File: config.mk
export PLATFORM = sky130hd
export DESIGN_NAME = spi_pwm_host_flat
export DESIGN_NICKNAME = d
export VERILOG_FILES = /design/src/rtl/spi_pwm_pkg.sv /design/src/rtl/spi_pwm_host_if.sv /design/src/rtl/spi_pwm_host_tick.sv /design/src/rtl/spi_pwm_host.sv /design/src/flat_wrapper.sv
export SDC_FILE = /design/constraint.sdc
export NUM_CORES = 1
export LEC_CHECK = 0
export CORE_ASPECT_RATIO = 0.5
export CORE_MARGIN = 1
export CORE_UTILIZATION = 57
export CTS_BUF_LIST = sky130_fd_sc_hd__clkbuf_4 sky130_fd_sc_hd__clkbuf_8
export CTS_CLUSTER_SIZE = 25
export DETAILED_ROUTE_END_ITERATION = 10
export PLACE_DENSITY_LB_ADDON = 0.1
export REMOVE_ABC_BUFFERS = 1
export SLEW_MARGIN = 40
export SYNTH_ARGS = -nofsm -noshare
export SYNTH_HDL_FRONTEND = slang
export SYNTH_SLANG_ARGS = --single-unit
File: constraint.sdc
create_clock -name clk -period 2.5 [get_ports clk]
set_clock_uncertainty 0.2 [all_clocks]
set_input_delay 0.625 -clock clk [delete_from_list [all_inputs] [get_ports clk]]
set_output_delay 0.625 -clock clk [all_outputs]
set_load 0.05 [all_outputs]
File: src/rtl/spi_pwm_pkg.sv
// Shared constants, FSM state type and SPI word builder for the PWM host controller.
package spi_pwm_pkg;

  localparam logic [7:0]  WRITE_FLAG   = 8'h80;
  localparam int unsigned NUM_CHANNELS = 7;
  localparam int unsigned ADDR_W       = 3;
  localparam int unsigned LEVEL_W      = 8;
  localparam int unsigned XFER_BITS    = 16;

  typedef enum logic [2:0] {
    StIdle,
    StSetup,
    StShift,
    StHold,
    StGap
  } state_e;

  // Command byte then data byte; reads carry a dummy 0x00 data byte.
  function automatic logic [XFER_BITS-1:0] build_word(input logic               write,
                                                      input logic [ADDR_W-1:0]  addr,
                                                      input logic [LEVEL_W-1:0] data);
    if (write) begin
      return {WRITE_FLAG | 8'(addr), data};
    end
    return {8'(addr), 8'h00};
  endfunction

endpackage

File: src/rtl/spi_pwm_host_if.sv
// Command/response handshake between a host and the spi_pwm_host controller.
interface spi_pwm_host_if;
  import spi_pwm_pkg::*;

  logic               cmd_valid;
  logic               cmd_ready;
  logic               cmd_write;
  logic [ADDR_W-1:0]  cmd_addr;
  logic [LEVEL_W-1:0] cmd_data;
  logic               rsp_valid;
  logic [LEVEL_W-1:0] rsp_data;
  logic               rsp_err;
  logic               busy;

  modport master (
    output cmd_valid, cmd_write, cmd_addr, cmd_data,
    input  cmd_ready, rsp_valid, rsp_data, rsp_err, busy
  );

  modport slave (
    input  cmd_valid, cmd_write, cmd_addr, cmd_data,
    output cmd_ready, rsp_valid, rsp_data, rsp_err, busy
  );

endinterface

File: src/rtl/spi_pwm_host_tick.sv
// Half-period divider: one-cycle tick every CLK_DIV cycles, realigned by restart.
module spi_pwm_host_tick #(
  parameter int unsigned CLK_DIV = 4
) (
  input  logic clk,
  input  logic reset,
  input  logic restart,
  output logic tick
);

  localparam int unsigned CntW = $clog2(CLK_DIV + 1);

  logic [CntW-1:0] cnt_q, cnt_d;

  assign tick = (cnt_q == CntW'(CLK_DIV - 1));

  always_comb begin
    cnt_d = cnt_q + CntW'(1);
    if (restart || tick) begin
      cnt_d = '0;
    end
  end

  always_ff @(posedge clk) begin
    if (reset) begin
      cnt_q <= '0;
    end else begin
      cnt_q <= cnt_d;
    end
  end

endmodule

File: src/rtl/spi_pwm_host.sv
// SPI controller turning one PWM-level read/write command into a 16-bit transfer.
// Optional SPI_PWM_HOST_VERIFY_WRITE_EN: each write is followed by a readback and compare.
module spi_pwm_host
  import spi_pwm_pkg::*;
#(
  parameter int unsigned CLK_DIV = 4
) (
  input  logic          clk,
  input  logic          reset,
  spi_pwm_host_if.slave bus,
  output logic          sclk,
  output logic          cs,
  output logic          mosi,
  input  logic          miso
);

  state_e               state_q, state_d;
  logic                 phase_hi_q, phase_hi_d;
  logic [4:0]           bit_cnt_q, bit_cnt_d;
  logic [XFER_BITS-1:0] sh_q, sh_d;
  logic [LEVEL_W-1:0]   rx_q, rx_d;
  logic [LEVEL_W-1:0]   data_q, data_d;
  logic [LEVEL_W-1:0]   rsp_data_q, rsp_data_d;
  logic                 write_q, write_d;
  logic                 sclk_q, sclk_d, cs_q, cs_d, mosi_q, mosi_d;
  logic                 rsp_valid_q, rsp_valid_d;
  logic                 idle, accept, tick, restart;
`ifdef SPI_PWM_HOST_VERIFY_WRITE_EN
  logic [ADDR_W-1:0]    addr_q, addr_d;
  logic                 readback_q, readback_d;
  logic                 rsp_err_q, rsp_err_d;
`endif

  assign idle    = (state_q == StIdle);
  assign accept  = bus.cmd_valid && idle;
  assign restart = (state_d != state_q);

  spi_pwm_host_tick #(
    .CLK_DIV(CLK_DIV)
  ) u_tick (
    .clk    (clk),
    .reset  (reset),
    .restart(restart),
    .tick   (tick)
  );

  always_comb begin
    state_d     = state_q;
    phase_hi_d  = phase_hi_q;
    bit_cnt_d   = bit_cnt_q;
    sh_d        = sh_q;
    rx_d        = rx_q;
    data_d      = data_q;
    rsp_data_d  = rsp_data_q;
    write_d     = write_q;
    sclk_d      = sclk_q;
    cs_d        = cs_q;
    mosi_d      = mosi_q;
    rsp_valid_d = 1'b0;
`ifdef SPI_PWM_HOST_VERIFY_WRITE_EN
    addr_d      = addr_q;
    readback_d  = readback_q;
    rsp_err_d   = rsp_err_q;
`endif

    unique case (state_q)
      StIdle: begin
        cs_d   = 1'b1;
        sclk_d = 1'b0;
        if (accept) begin
          state_d = StSetup;
          sh_d    = build_word(bus.cmd_write, bus.cmd_addr, bus.cmd_data);
          mosi_d  = sh_d[XFER_BITS-1];
          cs_d    = 1'b0;
          write_d = bus.cmd_write;
          data_d  = bus.cmd_data;
`ifdef SPI_PWM_HOST_VERIFY_WRITE_EN
          addr_d     = bus.cmd_addr;
          readback_d = 1'b0;
`endif
        end
      end
      StSetup: begin
        if (tick) begin
          state_d    = StShift;
          sclk_d     = 1'b1;
          phase_hi_d = 1'b1;
          bit_cnt_d  = 5'd1;
        end
      end
      StShift: begin
        if (tick) begin
          if (phase_hi_q) begin
            sclk_d     = 1'b0;
            phase_hi_d = 1'b0;
            sh_d       = sh_q << 1;
            mosi_d     = sh_q[XFER_BITS-2];
          end else if (bit_cnt_q == 5'd16) begin
            state_d = StHold;
          end else begin
            sclk_d     = 1'b1;
            phase_hi_d = 1'b1;
            bit_cnt_d  = bit_cnt_q + 5'd1;
            // Data-byte rises: peripheral returns the level LSB first.
            if (bit_cnt_q >= 5'd8) begin
              rx_d = {miso, rx_q[LEVEL_W-1:1]};
            end
          end
        end
      end
      StHold: begin
        if (tick) begin
          state_d = StGap;
          cs_d    = 1'b1;
        end
      end
      StGap: begin
        if (tick) begin
`ifdef SPI_PWM_HOST_VERIFY_WRITE_EN
          if (write_q && !readback_q) begin
            state_d    = StSetup;
            readback_d = 1'b1;
            sh_d       = build_word(1'b0, addr_q, '0);
            mosi_d     = sh_d[XFER_BITS-1];
            cs_d       = 1'b0;
          end else begin
            state_d     = StIdle;
            rsp_valid_d = 1'b1;
            rsp_data_d  = rx_q;
            rsp_err_d   = readback_q && (rx_q != data_q);
          end
`else
          state_d     = StIdle;
          rsp_valid_d = 1'b1;
          rsp_data_d  = write_q ? data_q : rx_q;
`endif
        end
      end
      default: state_d = StIdle;
    endcase
  end

  always_ff @(posedge clk) begin
    if (reset) begin
      state_q     <= StIdle;
      phase_hi_q  <= 1'b0;
      bit_cnt_q   <= '0;
      sh_q        <= '0;
      rx_q        <= '0;
      data_q      <= '0;
      rsp_data_q  <= '0;
      write_q     <= 1'b0;
      sclk_q      <= 1'b0;
      cs_q        <= 1'b1;
      mosi_q      <= 1'b0;
      rsp_valid_q <= 1'b0;
`ifdef SPI_PWM_HOST_VERIFY_WRITE_EN
      addr_q      <= '0;
      readback_q  <= 1'b0;
      rsp_err_q   <= 1'b0;
`endif
    end else begin
      state_q     <= state_d;
      phase_hi_q  <= phase_hi_d;
      bit_cnt_q   <= bit_cnt_d;
      sh_q        <= sh_d;
      rx_q        <= rx_d;
      data_q      <= data_d;
      rsp_data_q  <= rsp_data_d;
      write_q     <= write_d;
      sclk_q      <= sclk_d;
      cs_q        <= cs_d;
      mosi_q      <= mosi_d;
      rsp_valid_q <= rsp_valid_d;
`ifdef SPI_PWM_HOST_VERIFY_WRITE_EN
      addr_q      <= addr_d;
      readback_q  <= readback_d;
      rsp_err_q   <= rsp_err_d;
`endif
    end
  end

  assign bus.cmd_ready = idle;
  assign bus.busy      = !idle;
  assign bus.rsp_valid = rsp_valid_q;
  assign bus.rsp_data  = rsp_data_q;
`ifdef SPI_PWM_HOST_VERIFY_WRITE_EN
  assign bus.rsp_err   = rsp_err_q;
`else
  assign bus.rsp_err   = 1'b0;
`endif
  assign sclk = sclk_q;
  assign cs   = cs_q;
  assign mosi = mosi_q;

endmodule

File: src/flat_wrapper.sv
// flat-port wrapper written by rule: the top's interface ports become plain ports
module spi_pwm_host_flat import spi_pwm_pkg::*;
#(
  parameter int unsigned CLK_DIV = 4
)
  (clk, reset, sclk, cs, mosi, miso, bus_cmd_valid, bus_cmd_write, bus_cmd_addr, bus_cmd_data, bus_cmd_ready, bus_rsp_valid, bus_rsp_data, bus_rsp_err, bus_busy);
  spi_pwm_host_if bus_i ();
  input  logic clk;
  input  logic reset;
  output logic sclk;
  output logic cs;
  output logic mosi;
  input  logic miso;
  input wire logic [$bits(bus_i.cmd_valid)-1:0] bus_cmd_valid;
  input wire logic [$bits(bus_i.cmd_write)-1:0] bus_cmd_write;
  input wire logic [$bits(bus_i.cmd_addr)-1:0] bus_cmd_addr;
  input wire logic [$bits(bus_i.cmd_data)-1:0] bus_cmd_data;
  output wire logic [$bits(bus_i.cmd_ready)-1:0] bus_cmd_ready;
  output wire logic [$bits(bus_i.rsp_valid)-1:0] bus_rsp_valid;
  output wire logic [$bits(bus_i.rsp_data)-1:0] bus_rsp_data;
  output wire logic [$bits(bus_i.rsp_err)-1:0] bus_rsp_err;
  output wire logic [$bits(bus_i.busy)-1:0] bus_busy;
  assign bus_i.cmd_valid = bus_cmd_valid;
  assign bus_i.cmd_write = bus_cmd_write;
  assign bus_i.cmd_addr = bus_cmd_addr;
  assign bus_i.cmd_data = bus_cmd_data;
  assign bus_cmd_ready = bus_i.cmd_ready;
  assign bus_rsp_valid = bus_i.rsp_valid;
  assign bus_rsp_data = bus_i.rsp_data;
  assign bus_rsp_err = bus_i.rsp_err;
  assign bus_busy = bus_i.busy;
  spi_pwm_host #(.CLK_DIV(CLK_DIV)) u_core (.clk(clk), .reset(reset), .bus(bus_i), .sclk(sclk), .cs(cs), .mosi(mosi), .miso(miso));
endmodule
==> impl_metrics.env <==
export IMPL_status="completed"
export IMPL_p_leak_nw=1.06
export IMPL_async_flop_share=0
export IMPL_firstDrtPassIters=5
export IMPL_yosysWarnings=0
export IMPL_via_per_inst=5.67
export IMPL_drt_iter0_drc=116
export IMPL_die_y_um=49.1
export IMPL_antennaDiodeCount=0
export IMPL_via_count=2052
export IMPL_dpl_hpwl_um=3670
export IMPL_p_per_area_nw_per_um2=573
export IMPL_dpl_worst_slack_ns=0.187
export IMPL_synth_edf_count=0
export IMPL_port_buffers=29
export IMPL_ys_ff_latch=56
export IMPL_cts_root_buf="clkbuf_8"
export IMPL_path_delay_family="buffers and inverters"
export IMPL_crit_buf_inv=1
export IMPL_wl_per_cell_um=14.1
export IMPL_postCtsSetupBuffers=0
export IMPL_clk_latency_ns=0.31
export IMPL_routed_wl_um=5110
export IMPL_syn_to_final_growth_pct=16.1
export IMPL_die_w_um=96.3
export IMPL_max_slew_margin=0.606
export IMPL_ys_types=49
export IMPL_track_usage=0.240
export IMPL_max_freq_mhz=435
export IMPL_finish_instance_area_um2=2940
export IMPL_period_needed_ns=2.30
export IMPL_synth_flop_cell="dfxtp_1"
export IMPL_critPathKind="reg -> out"
export IMPL_worstMarginPinSlew_ns=0.591
export IMPL_antenna_found_initial=0
export IMPL_grt_pass1_wl_um=8730
export IMPL_final_cell_mix="dfxtp_1, nand2_1, nor2_1"
export IMPL_path_cells="clkdlybuf4s50_1"
export IMPL_std_cell_rows=16
export IMPL_io_pins=31
export IMPL_rsz0062_at_grt="no"
export IMPL_finalSetupTns_ns=0
export IMPL_cts_made_buffers=5
export IMPL_drv_slew=0
export IMPL_nFillCells=329
export IMPL_grt_start_max_net_pins=34
export IMPL_place_area_um2=2840
export IMPL_postRouteAntennaNets=0
export IMPL_synth_top_area_frac=0.443
export IMPL_hold_viol=0
export IMPL_worst_slack_ns=0.200
export IMPL_cap_violations=0
export IMPL_start_kind="flip-flop"
export IMPL_syn_avg_cell_area_um2=8.98
export IMPL_crit_path_top_delay_cell="clkdlybuf4s50_1"
export IMPL_clk_path_buf_depth=2
export IMPL_ctsResizeCount=0
export IMPL_dieArea_um2=4730
export IMPL_holdBufCountCts=0
export IMPL_utilization=0.720
export IMPL_yosys_area_top_type="dfxtp_1"
export IMPL_hp_class="reg -> reg"
export IMPL_synthesis_area_um2=2530
export IMPL_ys_seq_area_frac=0.443
export IMPL_max_stage_delay_ns=0.82
export IMPL_place_congestion=0.859
export IMPL_finalCritPeriodShare=0.920
export IMPL_cts_tree="built"
export IMPL_post_route_drc_count=0
export IMPL_syn_inst=282
export IMPL_first_global_vias=1898
export IMPL_mostFrequentLayoutCell="dfxtp_1"
export IMPL_hold_ws_ns=0.234
export IMPL_crit_fanout=2
export IMPL_cts_htree_levels=2
export IMPL_crit_required_ns=1.67
export IMPL_start_util=0.620
export IMPL_peakVddDrop_mv=0.267
export IMPL_core_um2=4080
export IMPL_drive_above_1_share=0.114
export IMPL_crit_arrival_ns=1.47
export IMPL_gr_total_overflow=0
export IMPL_ys_top_cells_by_area="dfxtp_1, mux2i_1, nand2_1, nor2_1, a21oi_1"
export IMPL_clk_pin_slew_ns=0.10
export IMPL_setup_violations=0
export IMPL_cp_end_kind="primary output"
export IMPL_cts_sink_count=56
export IMPL_nets=327
[state kept, by name, indices dropped and copies added (netlist names), 3 cells and up]
name	count
u_core.bus.rsp_data	8
u_core.rx_q	8
u_core.state_q	3
u_core.u_tick.cnt_q	3
u_core.bit_cnt_q	5
u_core.sh_q	15
u_core.data_q	8
[per-stage QoR]
step | instances | power, mW
after global placement | 354 | 1.18
after detailed placement | 354 | 1.19
after global routing | 362 | 1.76
final | 362 | 1.69
after floorplan | 263 | 1.09
after CTS | 362 | 1.70
[report_power, final]
part           internal, mW  total (mW)  switching (mW)  leakage (nW)
Combinational        0.0951       0.218           0.123         0.555
Clock                 0.206       0.518           0.312        0.0463
Sequential            0.925       0.949          0.0237         0.456
Total                  1.23        1.69           0.459          1.06
[cells by family after synthesis]
family,synth area share
and+or+nand+nor,0.239
other,0.00148
adders and majority gates,0.0242
AOI/OAI and AO/OA,0.158
DFF,0.443
xor gates and xnor gates,0.00692
muxes,0.0672
buffers and inverters,0.0603
[Yosys cell counts, types with 2 or more instances]
cell type  number
nand2_1        45
o211ai_1        2
a311oi_1        8
or4_1           2
o21ai_0         3
mux2i_1        17
nor2b_1         2
a21oi_1        16
clkbuf_1        6
buf_1           2
nor2_1         36
buf_6           4
inv_1           7
and3_1          3
dfxtp_1        56
buf_2           2
a211o_1         2
nand4_1         2
a311oi_2        4
ha_1            4
nor3_1          2
nand3_1        16
buf_4           5
xor2_1          2
a211oi_1       10
[per-layer routing]
layer | wire, um | vias up | track usage
met5 | 0 | - | 0
met4 | 33 | 0 | 0.0522
met3 | 159 | 5 | 0.0561
met2 | 2360 | 35 | 0.384
met1 | 2560 | 972 | 0.328
li1 | - | 1040 | -
[layout make-up]
type,count,area (um^2),area share
multi-input cells,199,1260,0.428
flip-flops and latches,56,1120,0.381
repair buffers,37,365,0.124
clock buffers,5,68.8,0.0234
well taps,54,67.6,0.0230
inverters,8,30.0,0.0102
clock inverters,3,27.5,0.00937
[worst paths after layout]
path	startpoint	endpoint	slack, ns	depth (start not counted)
max	u_core.sclk	sclk	0.20	1
max reg2reg	u_core.u_tick.cnt_q[0]	u_core.rx_q[5]	0.32	7
min	u_core.u_tick.cnt_q[0]	u_core.u_tick.cnt_q[0]	0.23	1
min reg2reg	u_core.u_tick.cnt_q[0]	u_core.u_tick.cnt_q[0]	0.23	1
Note: power is estimated with default switching activity, not from simulation.
